File: src/rtl/hsv_core_flush_sequencer_if.sv
// ---------------------------------------------------------------------------
// hsv_core_flush_sequencer_if
// Bundles the global flush handshake between the flush sequencer, the unit
// that requests flushes, and the pipeline stages that acknowledge them.
//
// Handshake: four-phase. The requester pulses flush_begin for one cycle with
// flush_target_i valid in that cycle. The sequencer raises flush_req with a
// stable flush_target; every enabled stage raises its flush_acks bit, the
// sequencer holds flush_req for a minimum time, drops it, waits for every
// enabled ack to drop, then pulses flush_done for one cycle.
//
// Signals:
//   flush_begin     requester -> sequencer  1-cycle flush request strobe
//   flush_target_i  requester -> sequencer  restart PC, sampled with strobe
//   flush_acks      stages    -> sequencer  per-stage acknowledge
//   flush_req       sequencer -> stages     broadcast flush request
//   flush_target    sequencer -> stages     broadcast restart target
//   flush_done      sequencer -> requester  1-cycle completion pulse
//   busy            sequencer -> requester  sequence active or queued
//   timeout_err     sequencer -> requester  sticky watchdog error
//   timeout_chans   sequencer -> requester  channels that missed a deadline
// Modports: master = sequencer side, slave = requester/stage side.
// ---------------------------------------------------------------------------
interface hsv_core_flush_sequencer_if #(
  parameter int NUM_ACKS = 9,
  parameter int WIDTH    = 32
);
  logic                flush_begin;
  logic [WIDTH-1:0]    flush_target_i;
  logic [NUM_ACKS-1:0] flush_acks;
  logic                flush_req;
  logic [WIDTH-1:0]    flush_target;
  logic                flush_done;
  logic                busy;
  logic                timeout_err;
  logic [NUM_ACKS-1:0] timeout_chans;

  modport master (
    input  flush_begin, flush_target_i, flush_acks,
    output flush_req, flush_target, flush_done, busy, timeout_err, timeout_chans
  );

  modport slave (
    output flush_begin, flush_target_i, flush_acks,
    input  flush_req, flush_target, flush_done, busy, timeout_err, timeout_chans
  );
endinterface

File: src/rtl/hsv_core_flush_sequencer.sv
// ---------------------------------------------------------------------------
// hsv_core_flush_sequencer
// Global flush handshake sequencer for the hsv_core pipeline. Takes flush
// requests, broadcasts flush_req/flush_target to NUM_ACKS stages, waits for
// all enabled acks to rise, holds the request HOLD_CYCLES, drops it, waits
// for all enabled acks to fall, then pulses flush_done. One further request
// arriving while busy is queued in a 1-deep pending slot (last one wins).
//
// Ports:
//   clk_core    in   core clock
//   rst_core_n  in   asynchronous reset, active low
//   fif         master modport of hsv_core_flush_sequencer_if
//   state_dbg   out  current FSM state (0 IDLE, 1 RAISE, 2 HOLD, 3 FALL)
//
// Optional feature: define HSV_FLUSH_TIMEOUT_EN to enable a watchdog that
// forces progress out of RAISE/FALL after TIMEOUT_CYCLES and records the
// offending channels. Without it timeout_err/timeout_chans are tied to 0.
// ---------------------------------------------------------------------------
module hsv_core_flush_sequencer #(
  parameter int                  NUM_ACKS       = 9,
  parameter int                  WIDTH          = 32,
  parameter logic [NUM_ACKS-1:0] ACK_MASK       = '1,
  parameter int                  HOLD_CYCLES    = 1,
  parameter int                  TIMEOUT_CYCLES = 1024
) (
  input  logic                         clk_core,
  input  logic                         rst_core_n,
  hsv_core_flush_sequencer_if.master   fif,
  output logic [1:0]                   state_dbg
);

  if (NUM_ACKS < 1) begin : g_bad_num_acks
    $error("NUM_ACKS must be >= 1");
  end
  if (HOLD_CYCLES < 1) begin : g_bad_hold
    $error("HOLD_CYCLES must be >= 1");
  end
  if (TIMEOUT_CYCLES < 1) begin : g_bad_timeout
    $error("TIMEOUT_CYCLES must be >= 1");
  end

  localparam int HW = (HOLD_CYCLES > 1) ? $clog2(HOLD_CYCLES) : 1;

  typedef enum logic [1:0] {
    IDLE  = 2'd0,
    RAISE = 2'd1,
    HOLD  = 2'd2,
    FALL  = 2'd3
  } state_t;

  state_t           state_q, state_d;
  logic [HW-1:0]    hold_cnt_q;
  logic             pending_q;
  logic [WIDTH-1:0] pending_target_q;
  logic [WIDTH-1:0] flush_target_q;
  logic             flush_req_q;
  logic             flush_done_q;

  logic rise_ok, fall_ok;
  logic tmo_rise, tmo_fall;
  logic raise_exit, fall_exit;
  logic load_from_in, load_from_pend;

  // Masked-off channels read as "already at the required level".
  assign rise_ok = &(fif.flush_acks | ~ACK_MASK);
  assign fall_ok = ~|(fif.flush_acks & ACK_MASK);

  always_comb begin
    state_d        = state_q;
    raise_exit     = 1'b0;
    fall_exit      = 1'b0;
    load_from_in   = 1'b0;
    load_from_pend = 1'b0;
    case (state_q)
      IDLE: begin
        if (fif.flush_begin) begin
          state_d      = RAISE;
          load_from_in = 1'b1;
        end
      end
      RAISE: begin
        if (rise_ok || tmo_rise) begin
          state_d    = HOLD;
          raise_exit = 1'b1;
        end
      end
      HOLD: begin
        if (hold_cnt_q == '0) state_d = FALL;
      end
      FALL: begin
        if (fall_ok || tmo_fall) begin
          fall_exit = 1'b1;
          // A strobe in the exiting cycle is newer than anything pending.
          if (fif.flush_begin) begin
            state_d      = RAISE;
            load_from_in = 1'b1;
          end else if (pending_q) begin
            state_d        = RAISE;
            load_from_pend = 1'b1;
          end else begin
            state_d = IDLE;
          end
        end
      end
      default: state_d = IDLE;
    endcase
  end

  always_ff @(posedge clk_core or negedge rst_core_n) begin
    if (!rst_core_n) begin
      state_q          <= IDLE;
      hold_cnt_q       <= '0;
      pending_q        <= 1'b0;
      pending_target_q <= '0;
      flush_target_q   <= '0;
      flush_req_q      <= 1'b0;
      flush_done_q     <= 1'b0;
    end else begin
      state_q      <= state_d;
      flush_req_q  <= (state_d == RAISE) || (state_d == HOLD);
      flush_done_q <= fall_exit;

      if (load_from_in)        flush_target_q <= fif.flush_target_i;
      else if (load_from_pend) flush_target_q <= pending_target_q;

      // Counter loads HOLD_CYCLES-1 so HOLD lasts exactly HOLD_CYCLES cycles.
      if (raise_exit)                                hold_cnt_q <= HW'(HOLD_CYCLES - 1);
      else if (state_q == HOLD && hold_cnt_q != '0)  hold_cnt_q <= hold_cnt_q - 1'b1;

      if (fall_exit) begin
        pending_q <= 1'b0;
      end else if (fif.flush_begin && state_q != IDLE) begin
        pending_q        <= 1'b1;
        pending_target_q <= fif.flush_target_i;
      end
    end
  end

`ifdef HSV_FLUSH_TIMEOUT_EN
  localparam int TW = $clog2(TIMEOUT_CYCLES + 1);

  logic [TW-1:0]       tmo_cnt_q;
  logic                tmo_hit;
  logic                tmo_err_q;
  logic [NUM_ACKS-1:0] tmo_chans_q;

  assign tmo_hit  = ((state_q == RAISE) || (state_q == FALL)) &&
                    (tmo_cnt_q == TW'(TIMEOUT_CYCLES - 1));
  assign tmo_rise = tmo_hit && (state_q == RAISE) && !rise_ok;
  assign tmo_fall = tmo_hit && (state_q == FALL)  && !fall_ok;

  always_ff @(posedge clk_core or negedge rst_core_n) begin
    if (!rst_core_n) begin
      tmo_cnt_q   <= '0;
      tmo_err_q   <= 1'b0;
      tmo_chans_q <= '0;
    end else begin
      // Any state change restarts the count, so each RAISE/FALL visit is timed alone.
      if (state_d != state_q)                         tmo_cnt_q <= '0;
      else if (state_q == RAISE || state_q == FALL)   tmo_cnt_q <= tmo_cnt_q + 1'b1;

      if (tmo_rise) begin
        tmo_err_q   <= 1'b1;
        tmo_chans_q <= tmo_chans_q | (~fif.flush_acks & ACK_MASK);
      end else if (tmo_fall) begin
        tmo_err_q   <= 1'b1;
        tmo_chans_q <= tmo_chans_q | (fif.flush_acks & ACK_MASK);
      end
    end
  end

  assign fif.timeout_err   = tmo_err_q;
  assign fif.timeout_chans = tmo_chans_q;
`else
  assign tmo_rise          = 1'b0;
  assign tmo_fall          = 1'b0;
  assign fif.timeout_err   = 1'b0;
  assign fif.timeout_chans = '0;
`endif

  assign fif.flush_req    = flush_req_q;
  assign fif.flush_target = flush_target_q;
  assign fif.flush_done   = flush_done_q;
  assign fif.busy         = (state_q != IDLE) || pending_q;
  assign state_dbg        = state_q;

endmodule

File: src/flat_wrapper.sv
// flat-port wrapper written by rule: the top's interface ports become plain ports
module hsv_core_flush_sequencer_flat 
#(
  parameter int                  NUM_ACKS       = 9,
  parameter int                  WIDTH          = 32,
  parameter logic [NUM_ACKS-1:0] ACK_MASK       = '1,
  parameter int                  HOLD_CYCLES    = 1,
  parameter int                  TIMEOUT_CYCLES = 1024
)
  (clk_core, rst_core_n, state_dbg, fif_flush_begin, fif_flush_target_i, fif_flush_acks, fif_flush_req, fif_flush_target, fif_flush_done, fif_busy, fif_timeout_err, fif_timeout_chans);
  hsv_core_flush_sequencer_if #(.NUM_ACKS(NUM_ACKS), .WIDTH(WIDTH)) fif_i ();
  input  logic clk_core;
  input  logic rst_core_n;
  output logic [1:0] state_dbg;
  input wire logic [$bits(fif_i.flush_begin)-1:0] fif_flush_begin;
  input wire logic [$bits(fif_i.flush_target_i)-1:0] fif_flush_target_i;
  input wire logic [$bits(fif_i.flush_acks)-1:0] fif_flush_acks;
  output wire logic [$bits(fif_i.flush_req)-1:0] fif_flush_req;
  output wire logic [$bits(fif_i.flush_target)-1:0] fif_flush_target;
  output wire logic [$bits(fif_i.flush_done)-1:0] fif_flush_done;
  output wire logic [$bits(fif_i.busy)-1:0] fif_busy;
  output wire logic [$bits(fif_i.timeout_err)-1:0] fif_timeout_err;
  output wire logic [$bits(fif_i.timeout_chans)-1:0] fif_timeout_chans;
  assign fif_i.flush_begin = fif_flush_begin;
  assign fif_i.flush_target_i = fif_flush_target_i;
  assign fif_i.flush_acks = fif_flush_acks;
  assign fif_flush_req = fif_i.flush_req;
  assign fif_flush_target = fif_i.flush_target;
  assign fif_flush_done = fif_i.flush_done;
  assign fif_busy = fif_i.busy;
  assign fif_timeout_err = fif_i.timeout_err;
  assign fif_timeout_chans = fif_i.timeout_chans;
  hsv_core_flush_sequencer #(.NUM_ACKS(NUM_ACKS), .WIDTH(WIDTH), .ACK_MASK(ACK_MASK), .HOLD_CYCLES(HOLD_CYCLES), .TIMEOUT_CYCLES(TIMEOUT_CYCLES)) u_core (.clk_core(clk_core), .rst_core_n(rst_core_n), .fif(fif_i), .state_dbg(state_dbg));
endmodule
File: config.mk
export PLATFORM = sky130hd
export DESIGN_NAME = hsv_core_flush_sequencer_flat
export DESIGN_NICKNAME = d
export VERILOG_FILES = /design/src/rtl/hsv_core_flush_sequencer_if.sv /design/src/rtl/hsv_core_flush_sequencer.sv /design/src/flat_wrapper.sv
export SDC_FILE = /design/constraint.sdc
export NUM_CORES = 1
export LEC_CHECK = 0
export ABC_AREA = 1
export BUFFER_PORTS_ARGS = -buffer_cell sky130_fd_sc_hd__buf_2
export CORE_MARGIN = 2
export CORE_UTILIZATION = 55
export CTS_CLUSTER_SIZE = 14
export DETAILED_ROUTE_END_ITERATION = 8
export GPL_ROUTABILITY_DRIVEN = 1
export PLACE_DENSITY_LB_ADDON = 0.12
export SYNTH_ARGS = -nofsm -noshare
export SYNTH_HDL_FRONTEND = slang
export SYNTH_SLANG_ARGS = --single-unit
File: constraint.sdc
create_clock -name clk_core -period 4.2 [get_ports clk_core]
set_input_delay 0.21 -clock clk_core [delete_from_list [all_inputs] [get_ports clk_core]]
set_output_delay 0.21 -clock clk_core [all_outputs]
set_load 0.03 [all_outputs]
### After elaboration in Yosys (flattened, before gate mapping)

Cells that the tools add are included.

* reduce and logical (&&, ||, !) cells: 12
* multiplexer cells: 24
* eq/ne operators: 5
* bitwise logic cells: 1
* add/subtract/negate cells: 1

Operators with widths (count)
* $mux W32: 2
* $mux W1: 15
* $mux W2: 5
* $reduce_and A9 Y1: 1
* $reduce_or A9 Y1: 1
* $pmux W2 S4: 1
* $reduce_bool A2 Y1: 4
* $eq A2 B2 Y1 const B: 3
* $eq A2 B1 Y1 const B: 2
* $logic_and A1 B1 Y1: 2
* $logic_not A2 Y1: 1
* $logic_or A1 B1 Y1: 2
* $pmux W1 S2: 1
* $reduce_and A2 Y1: 1
* $not A1 Y1: 1
* $sub A1 B1 Y1 const B: 1

* logic and storage cells: 50
* register bits after elaboration: 70

### Depth between registers and ports, before layout

Gate-level depths: netlist (run 1).

* depth after elaboration: 6
* mapped depth: 10
* gate-level depth less buffers: 10

### Worst setup path before layout (run 1)

OpenSTA, ideal clock, no wires.

* path kind: register to register
* start: reg u_core.state_q[0], in the netlist u_core.state_dbg[0]
* end: reg u_core.flush_target_q[10], in the netlist u_core.fif.flush_target[10]
* slack: 2.308 ns
* buffers on the path: 1
* data required time: 4.072 ns
* cell stages (with the launch flop): 8
* period minus slack after synthesis: 1.892 ns
* library setup time: 0.128 ns
* arrival time: 1.765 ns
* cell sequence: dfrtp_1 > inv_1 > ha_1 > nor2_2 > nand2_4 > buf_6 > nand3_2 > o211ai_2

* word-level cells in the longest chain between the ends: 3
* elaborated cells on any way between the ends: 6

RTL lines
* start: declaration: line hsv_core_flush_sequencer.sv:51 `state_t state_q, state_d;`
* start signal: assignment: line hsv_core_flush_sequencer.sv:119 `state_q <= state_d;`
* $eq A2 B2 Y1 / $logic_not A2 Y1 (equally long branches): line hsv_core_flush_sequencer.sv:74 `case (state_q)`
* $pmux W1 S2 / $mux W1 (equally long branches): line hsv_core_flush_sequencer.sv:74
* $mux W32 / $reduce_bool A2 Y1 (equally long branches)
* end signal: assignment: line hsv_core_flush_sequencer.sv:123 `if (load_from_in) flush_target_q <= fif.flush_target_i;`
* end signal: assignment: line hsv_core_flush_sequencer.sv:124 `else if (load_from_pend) flush_target_q <= pending_target_q;`
* end: declaration: line hsv_core_flush_sequencer.sv:55 `logic [WIDTH-1:0] flush_target_q;`

Several ways; a longest one is shown, not always the timed one.
A chain may end at the register's enable or synchronous reset.

### Worst setup path in the final report (run 1)

* start: reg u_core.state_q[0], in the netlist u_core.state_dbg[0]
* end: reg u_core.flush_target_q[26], in the netlist u_core.fif.flush_target[26]

The elaborated chain is that of the path after synthesis.

==> impl_metrics.tcl, run 1 <==
set metrics [dict create \
    p_leak_nw 2.21 \
    syn_to_final_growth_pct 15.0 \
    slew_violations 0 \
    synth_top_area_share_pct 48.2 \
    tritoncts "done" \
    synth_largest_area_cell "dfrtp_1" \
    worst_slew_pin_slew_ps 1030 \
    slowest_delay_ps 560 \
    worst-path-buf-inv 1 \
    status "finished clean" \
    skew_ps 10.9 \
    ant_nets 0 \
    yosys-top-cells-area "dfrtp_1 48%, o211ai_2 11%, nand3_2 7.4%" \
    hp-class "in2reg" \
    setup_tns_ps 0 \
    layout.cells.non_filler 514 \
    syn_inst 362 \
    critical-path-top-delay-family "simple AND/OR/NAND/NOR gates" \
    rsz0062_at_grt "no" \
    synth_edf_count 0 \
    ys_seq_elements 70 \
    clkTransAtPathRegs_ps 80 \
    final_area_um2 4180 \
    post-route-drc-count 0 \
    crit_path_max_fanout 55 \
    cts-root-buf "clkbuf_8" \
    grt_first_pass_wirelength_mm 12.1 \
    drive_gt1_share_pct 38.0 \
    yosysWarnings 0 \
    wire_per_inst_um 13.9 \
    grt_pass1_vias 2612 \
    post-place-cells 497 \
    antenna_found_initial 0 \
    ys_types 23 \
    die_y_um 85.3 \
    setup_ws_ps 1850 \
    vias 2708 \
    hold_viol 0 \
    gp_congestion 0.825 \
    rr_worst_depth 6 \
    cts_buffers 9 \
    end_kind "flop" \
    place_ws_ps 1830 \
    synth_most_common_cell "dfrtp_1" \
    path_cells "inv_1, ha_1, nor2_2, nand2_4, nand3_1, o211ai_2" \
    start_util_pct 56.9 \
    clock_latency_ps 340 \
    htreeDepth 3 \
    grt_max_degree 65 \
    numClockSinks 70 \
    fp.dieArea_um2 7270 \
    async_flop_share_pct 100 \
    ys.flop_type "dfrtp_1" \
    track_usage_pct 20.8 \
    ir_drop_mv 0.390 \
    fmax_mhz 426 \
    total_power_mw 3.04 \
    cap_violations 0 \
    die_x_um 85.3 \
    finish.utilization_pct 65.4 \
    fin_nets 480 \
    dp_hpwl_mm 4.66 \
    cpMaxStageDelayCell "nand2_4" \
    grt_remaining_overflow 0 \
    synth_commonest_cells "70 x dfrtp_1, 45 x nand2_1, 43 x inv_1" \
    firstDrtPassIters 4 \
    viasPerCell 5.27 \
    final.period_utilization_pct 55.9 \
    cts_resized 0 \
    wl_mm 7.16 \
    antenna_cells 0 \
    rows 29 \
    crit_path_start_kind "flop" \
    io_pins 91 \
    hold_depth 3 \
    drt_iter0_drc 164 \
    holdWs_ps 128 \
    setup_viol 0 \
    critical_path_arrival_ps 2550 \
    cts_max_path_buffers 2 \
    synth_area_um2 3630 \
    yosysSeqAreaShare_pct 48.2 \
    period_needed_ps 2350 \
    syn_avg_cell_area_um2 10.0 \
    p_per_area_nw_per_um2 728 \
    port_buffers 80 \
    dpl_cell_area_um2 3930 \
    core_area_um2 6390 \
    worstPathRequired_ps 4410 \
    crit_type "reg2reg" \
    timing.slew.headroom_pct 31.2 \
    n_fill_cell 528 \
    cp_num_cells 6 \
]
## worst reg2reg max path, stage by stage (launching register included)
cell and delay, ps:
dfrtp_1 410, inv_1 110, ha_1 310, nor2_2 420, nand2_4 570, nand3_1 310
o211ai_2 100
## logic make-up (layout without fill, tap and decap cells)
logic type	after synthesis	count (layout)	synth area share, %
buffers and inverters	79	145	11.4
flip-flops	70	70	48.2
adder cells (fa/ha/maj)	4	4	1.38
other	1	10	0.103
AO/OA/AOI/OAI	69	69	16.3
AND/OR/NAND/NOR	139	139	22.7
## layer usage
layer | track usage, % | vias up | share of wire, %
li1 | - | 1352 | -
met1 | 28.5 | 1267 | 48
met2 | 32.2 | 80 | 45
met3 | 4.09 | 9 | 5.7
met4 | 9.52 | 0 | 1.4
met5 | 0 | - | 0
## power by group
group          switching [mW]  total, mW  internal, mW
Clock                   0.260      0.627         0.367
Sequential              0.177       1.15         0.970
Combinational           0.834       1.27         0.435
Total                    1.27       3.04          1.77
## sequential cells by signal, summed over array words and instances (netlist names)
signal and flops:
u_core.fif.flush_done 1, u_core.fif.flush_req 1, u_core.fif.flush_target 32, u_core.hold_cnt_q 1, u_core.pending_q 1, u_core.pending_target_q 32
u_core.state_dbg 2
## cells in the final DEF (no fill, tap or decap), types with 2 or more instances in the layout
master     instances
buf_2             80
dfrtp_1           70
nand2_1           45
inv_1             43
o211ai_2          32
nand3_2           27
nand4_1           25
o21ai_0           25
nor2_1            18
nand3_1           18
clkbuf_8          11
a21oi_1           10
conb_1            10
inv_2              4
ha_1               4
nand3_4            2
nand2_4            2
bufinv_16          2
## cell type report
class / count / area (um^2) / share of cell area [%]
sequential: 70 / 1750 / 41.9
multi-input combinational: 222 / 1500 / 35.9
timing repair buffer: 82 / 418 / 10.0
inverter: 47 / 176 / 4.22
clock buffer: 11 / 151 / 3.62
tap: 77 / 96.3 / 2.31
clock inverter: 5 / 81.3 / 1.95
## worst paths after layout
check                                       startpoint                     endpoint  slack (ps)
min                             fif_flush_target_i[23]  u_core.pending_target_q[23]         130
min in group asynchronous                   rst_core_n         u_core.fif.flush_req         510
max                                u_core.state_dbg[0]  u_core.fif.flush_target[26]        1850
max in group asynchronous                   rst_core_n  u_core.fif.flush_target[16]        2750
min reg2reg                u_core.pending_target_q[21]  u_core.pending_target_q[21]         490
max reg2reg                        u_core.state_dbg[0]  u_core.fif.flush_target[26]        1850
## what timing repair did
item                                   CTS  global route
setup endpoints to repair                0             0
endpoints found under the hold margin   23             0
hold buffers                             1             0
buffers inserted                         0             0
(Power assumes the default switching activity.)
==> inputs of run 2 (changes only) <==
--- a/config.mk
+++ b/config.mk
@@ -8,7 +8,7 @@
 export ABC_AREA = 1
 export BUFFER_PORTS_ARGS = -buffer_cell sky130_fd_sc_hd__buf_2
 export CORE_MARGIN = 2
-export CORE_UTILIZATION = 55
+export CORE_UTILIZATION = 53
 export CTS_CLUSTER_SIZE = 14
 export DETAILED_ROUTE_END_ITERATION = 8
 export GPL_ROUTABILITY_DRIVEN = 1
==> constraint.sdc (replaced) <==
create_clock -name clk_core -period 2.25 [get_ports clk_core]
set_input_delay 0.1125 -clock clk_core [delete_from_list [all_inputs] [get_ports clk_core]]
set_output_delay 0.1125 -clock clk_core [all_outputs]
set_load 0.03 [all_outputs]
==> run 2 against run 1 <==
Worst hold slack lost 96 ps. Clock skew shrank 0.66 ps. Global-route usage grew 0.089 points. Critical endpoint is now u_core.fif.flush_target[24]. Die area grew 3.6%. Highest routed layer unchanged. Final cell count grew 2.3%. Wire length is essentially flat. Fmax grew 29%. Critical path depth grew 2. Largest cell class unchanged. Clock-buffer cell count shrank 1.
==> impl_metrics.tcl, run 2 (same netlist as run 1, synthesis figures left out) <==
set metrics [dict create \
    crit_path_start_kind "flop" \
    final_cell_mix "80 x buf_2, 70 x dfrtp_1, 45 x nand2_1" \
    numClockSinks 70 \
    port_buffers 80 \
    syn_to_final_growth_pct 18.5 \
    dp_hpwl_mm 5.00 \
    crit_start "u_core.state_dbg[0]" \
    reg2reg_to "u_core.fif.flush_target[24]" \
    place_ws_ps 441 \
    reg2reg_from "u_core.state_dbg[0]" \
    fin_nets 490 \
    hold_viol 0 \
    rsz0062_at_grt "no" \
    setup_ws_ps 423 \
    post-route-drc-count 0 \
    slowest_delay_ps 410 \
    die_y_um 86.8 \
    antenna_cells 0 \
    worst_slew_pin_slew_ps 824 \
    p_int_mw 3.45 \
    power_frac_clock_pct 21.2 \
    worst-path-buf-inv 3 \
    wire_per_inst_um 13.6 \
    cts-root-buf "clkbuf_8" \
    critical_path_arrival_ps 2090 \
    ant_nets 0 \
    start_util_pct 54.1 \
    cts_max_path_buffers 2 \
    grt_remaining_overflow 0 \
    comb_power_share_pct 42.3 \
    rr_worst_depth 8 \
    tritoncts "done" \
    clock_latency_ps 340 \
    grt_pass1_vias 2633 \
    track_usage_pct 20.9 \
    timing.slew.headroom_pct 45.0 \
    switchingPower_mw 2.36 \
    drt_iter0_drc 163 \
    skew_ps 10.3 \
    slew_violations 0 \
    die_x_um 86.8 \
    core_area_um2 6720 \
    p_per_area_nw_per_um2 1350 \
    crit_type "reg2reg" \
    rows 30 \
    drive_gt1_share_pct 39.2 \
    p_leak_nw 2.28 \
    critical-path-top-delay-family "buffers and inverters" \
    crit_path_max_fanout 48 \
    swShare_pct 40.6 \
    clkTransAtPathRegs_ps 80 \
    htreeDepth 3 \
    fmax_mhz 547 \
    wl_mm 7.16 \
    reg2reg_slack_ps 420 \
    gp_congestion 0.832 \
    layout_commonest_cell "buf_2" \
    hp-class "in2reg" \
    endpoint "u_core.fif.flush_target[24]" \
    worstPathRequired_ps 2510 \
    end_kind "flop" \
    hold_start "fif_flush_target_i[25]" \
    cp_num_cells 8 \
    setup_viol 0 \
    status "finished clean" \
    n_fill_cell 557 \
    grt_first_pass_wirelength_mm 12.3 \
    period_needed_ps 1830 \
    grt_max_degree 49 \
    vias 2745 \
    cap_violations 0 \
    firstDrtPassIters 4 \
    cts_buffers 9 \
    ir_drop_mv 0.648 \
    fp.dieArea_um2 7530 \
    cpMaxStageDelayCell "dfrtp_1" \
    io_pins 91 \
    setup_tns_ps 0 \
    path_cells "inv_1, ha_1, inv_1, nand2_4, nand2_4, buf_12, nand3_1, o211ai_2" \
    antenna_found_initial 0 \
    final.period_utilization_pct 81.2 \
    seqPwrFrac_pct 36.5 \
    viasPerCell 5.22 \
]
[run 2: layout make-up]
| cell class | instances | area [um^2] | share of cell area [%] |
|---|---|---|---|
| inverters | 47 | 176 | 4.10 |
| clock inverters | 5 | 108 | 2.50 |
| multi-input cells | 222 | 1500 | 34.9 |
| flip-flops and latches | 70 | 1750 | 40.7 |
| well taps | 80 | 100 | 2.32 |
| repair buffers | 92 | 531 | 12.3 |
| clock buffers | 10 | 138 | 3.20 |
[run 2: per-layer routing]
layer / track usage [%] / part of all wire (%) / wire (um)
met5: 0 / 0 / 0
met4: 10.2 / 2.1 / 149
met3: 3.43 / 3.8 / 275
met2: 31.9 / 46 / 3280
met1: 29.0 / 48 / 3460
[run 2: how the worst min path moves through the flow]
| stage | depth (start not counted) | endpoint | slack, ps |
|---|---|---|---|
| global route | 3 | u_core.fif.flush_target[23] | 40 |
| detailed placement | 1 | u_core.fif.flush_target[27] | 250 |
| CTS | 3 | u_core.pending_target_q[25] | 20 |
| global placement | 1 | u_core.pending_target_q[30] | 260 |
| finish | 3 | u_core.pending_target_q[25] | 30 |
| floorplan | 0 | u_core.fif.flush_done | -180 |
[run 2: power by group through the flow]
stage | clock network [mW] | registers (mW) | logic (mW)
detailed placement | 0 | 2.14 | 2.48
finish | 1.23 | 2.12 | 2.46
global route | 1.32 | 2.19 | 2.72
floorplan | 0 | 2.66 | 1.34
global placement | 0 | 2.13 | 2.43
CTS | 1.26 | 2.13 | 2.49
[run 2: timing repair]
action                                 CTS  global route
hold buffers                             1             0
endpoints found under the hold margin   34             0
resized for setup                        0             0
setup buffers                            0             0
[run 2: stage by stage]
| step | total power [mW] | hold slack (ps) | std cells | cell area, um^2 | utilization (%) |
|---|---|---|---|---|---|
| after global routing | 6.23 | 35.6 | 526 | 4310 | 64.1 |
| after floorplan | 4.00 | -183 | 371 | 3670 | - |
| after CTS | 5.87 | 19.3 | 526 | 4310 | 64.1 |
| final | 5.81 | 32.2 | 526 | 4310 | 64.1 |
| after global placement | 4.55 | 257 | 510 | 4050 | 60.3 |
| after detailed placement | 4.62 | 254 | 510 | 4050 | 60.3 |
[run 2: worst register-to-register path, stage by stage (launching register included)]
cell and delay (ps):
dfrtp_1 410, inv_1 110, ha_1 290, inv_1 120, nand2_4 110, nand2_4 150
buf_12 290, nand3_1 200, o211ai_2 80
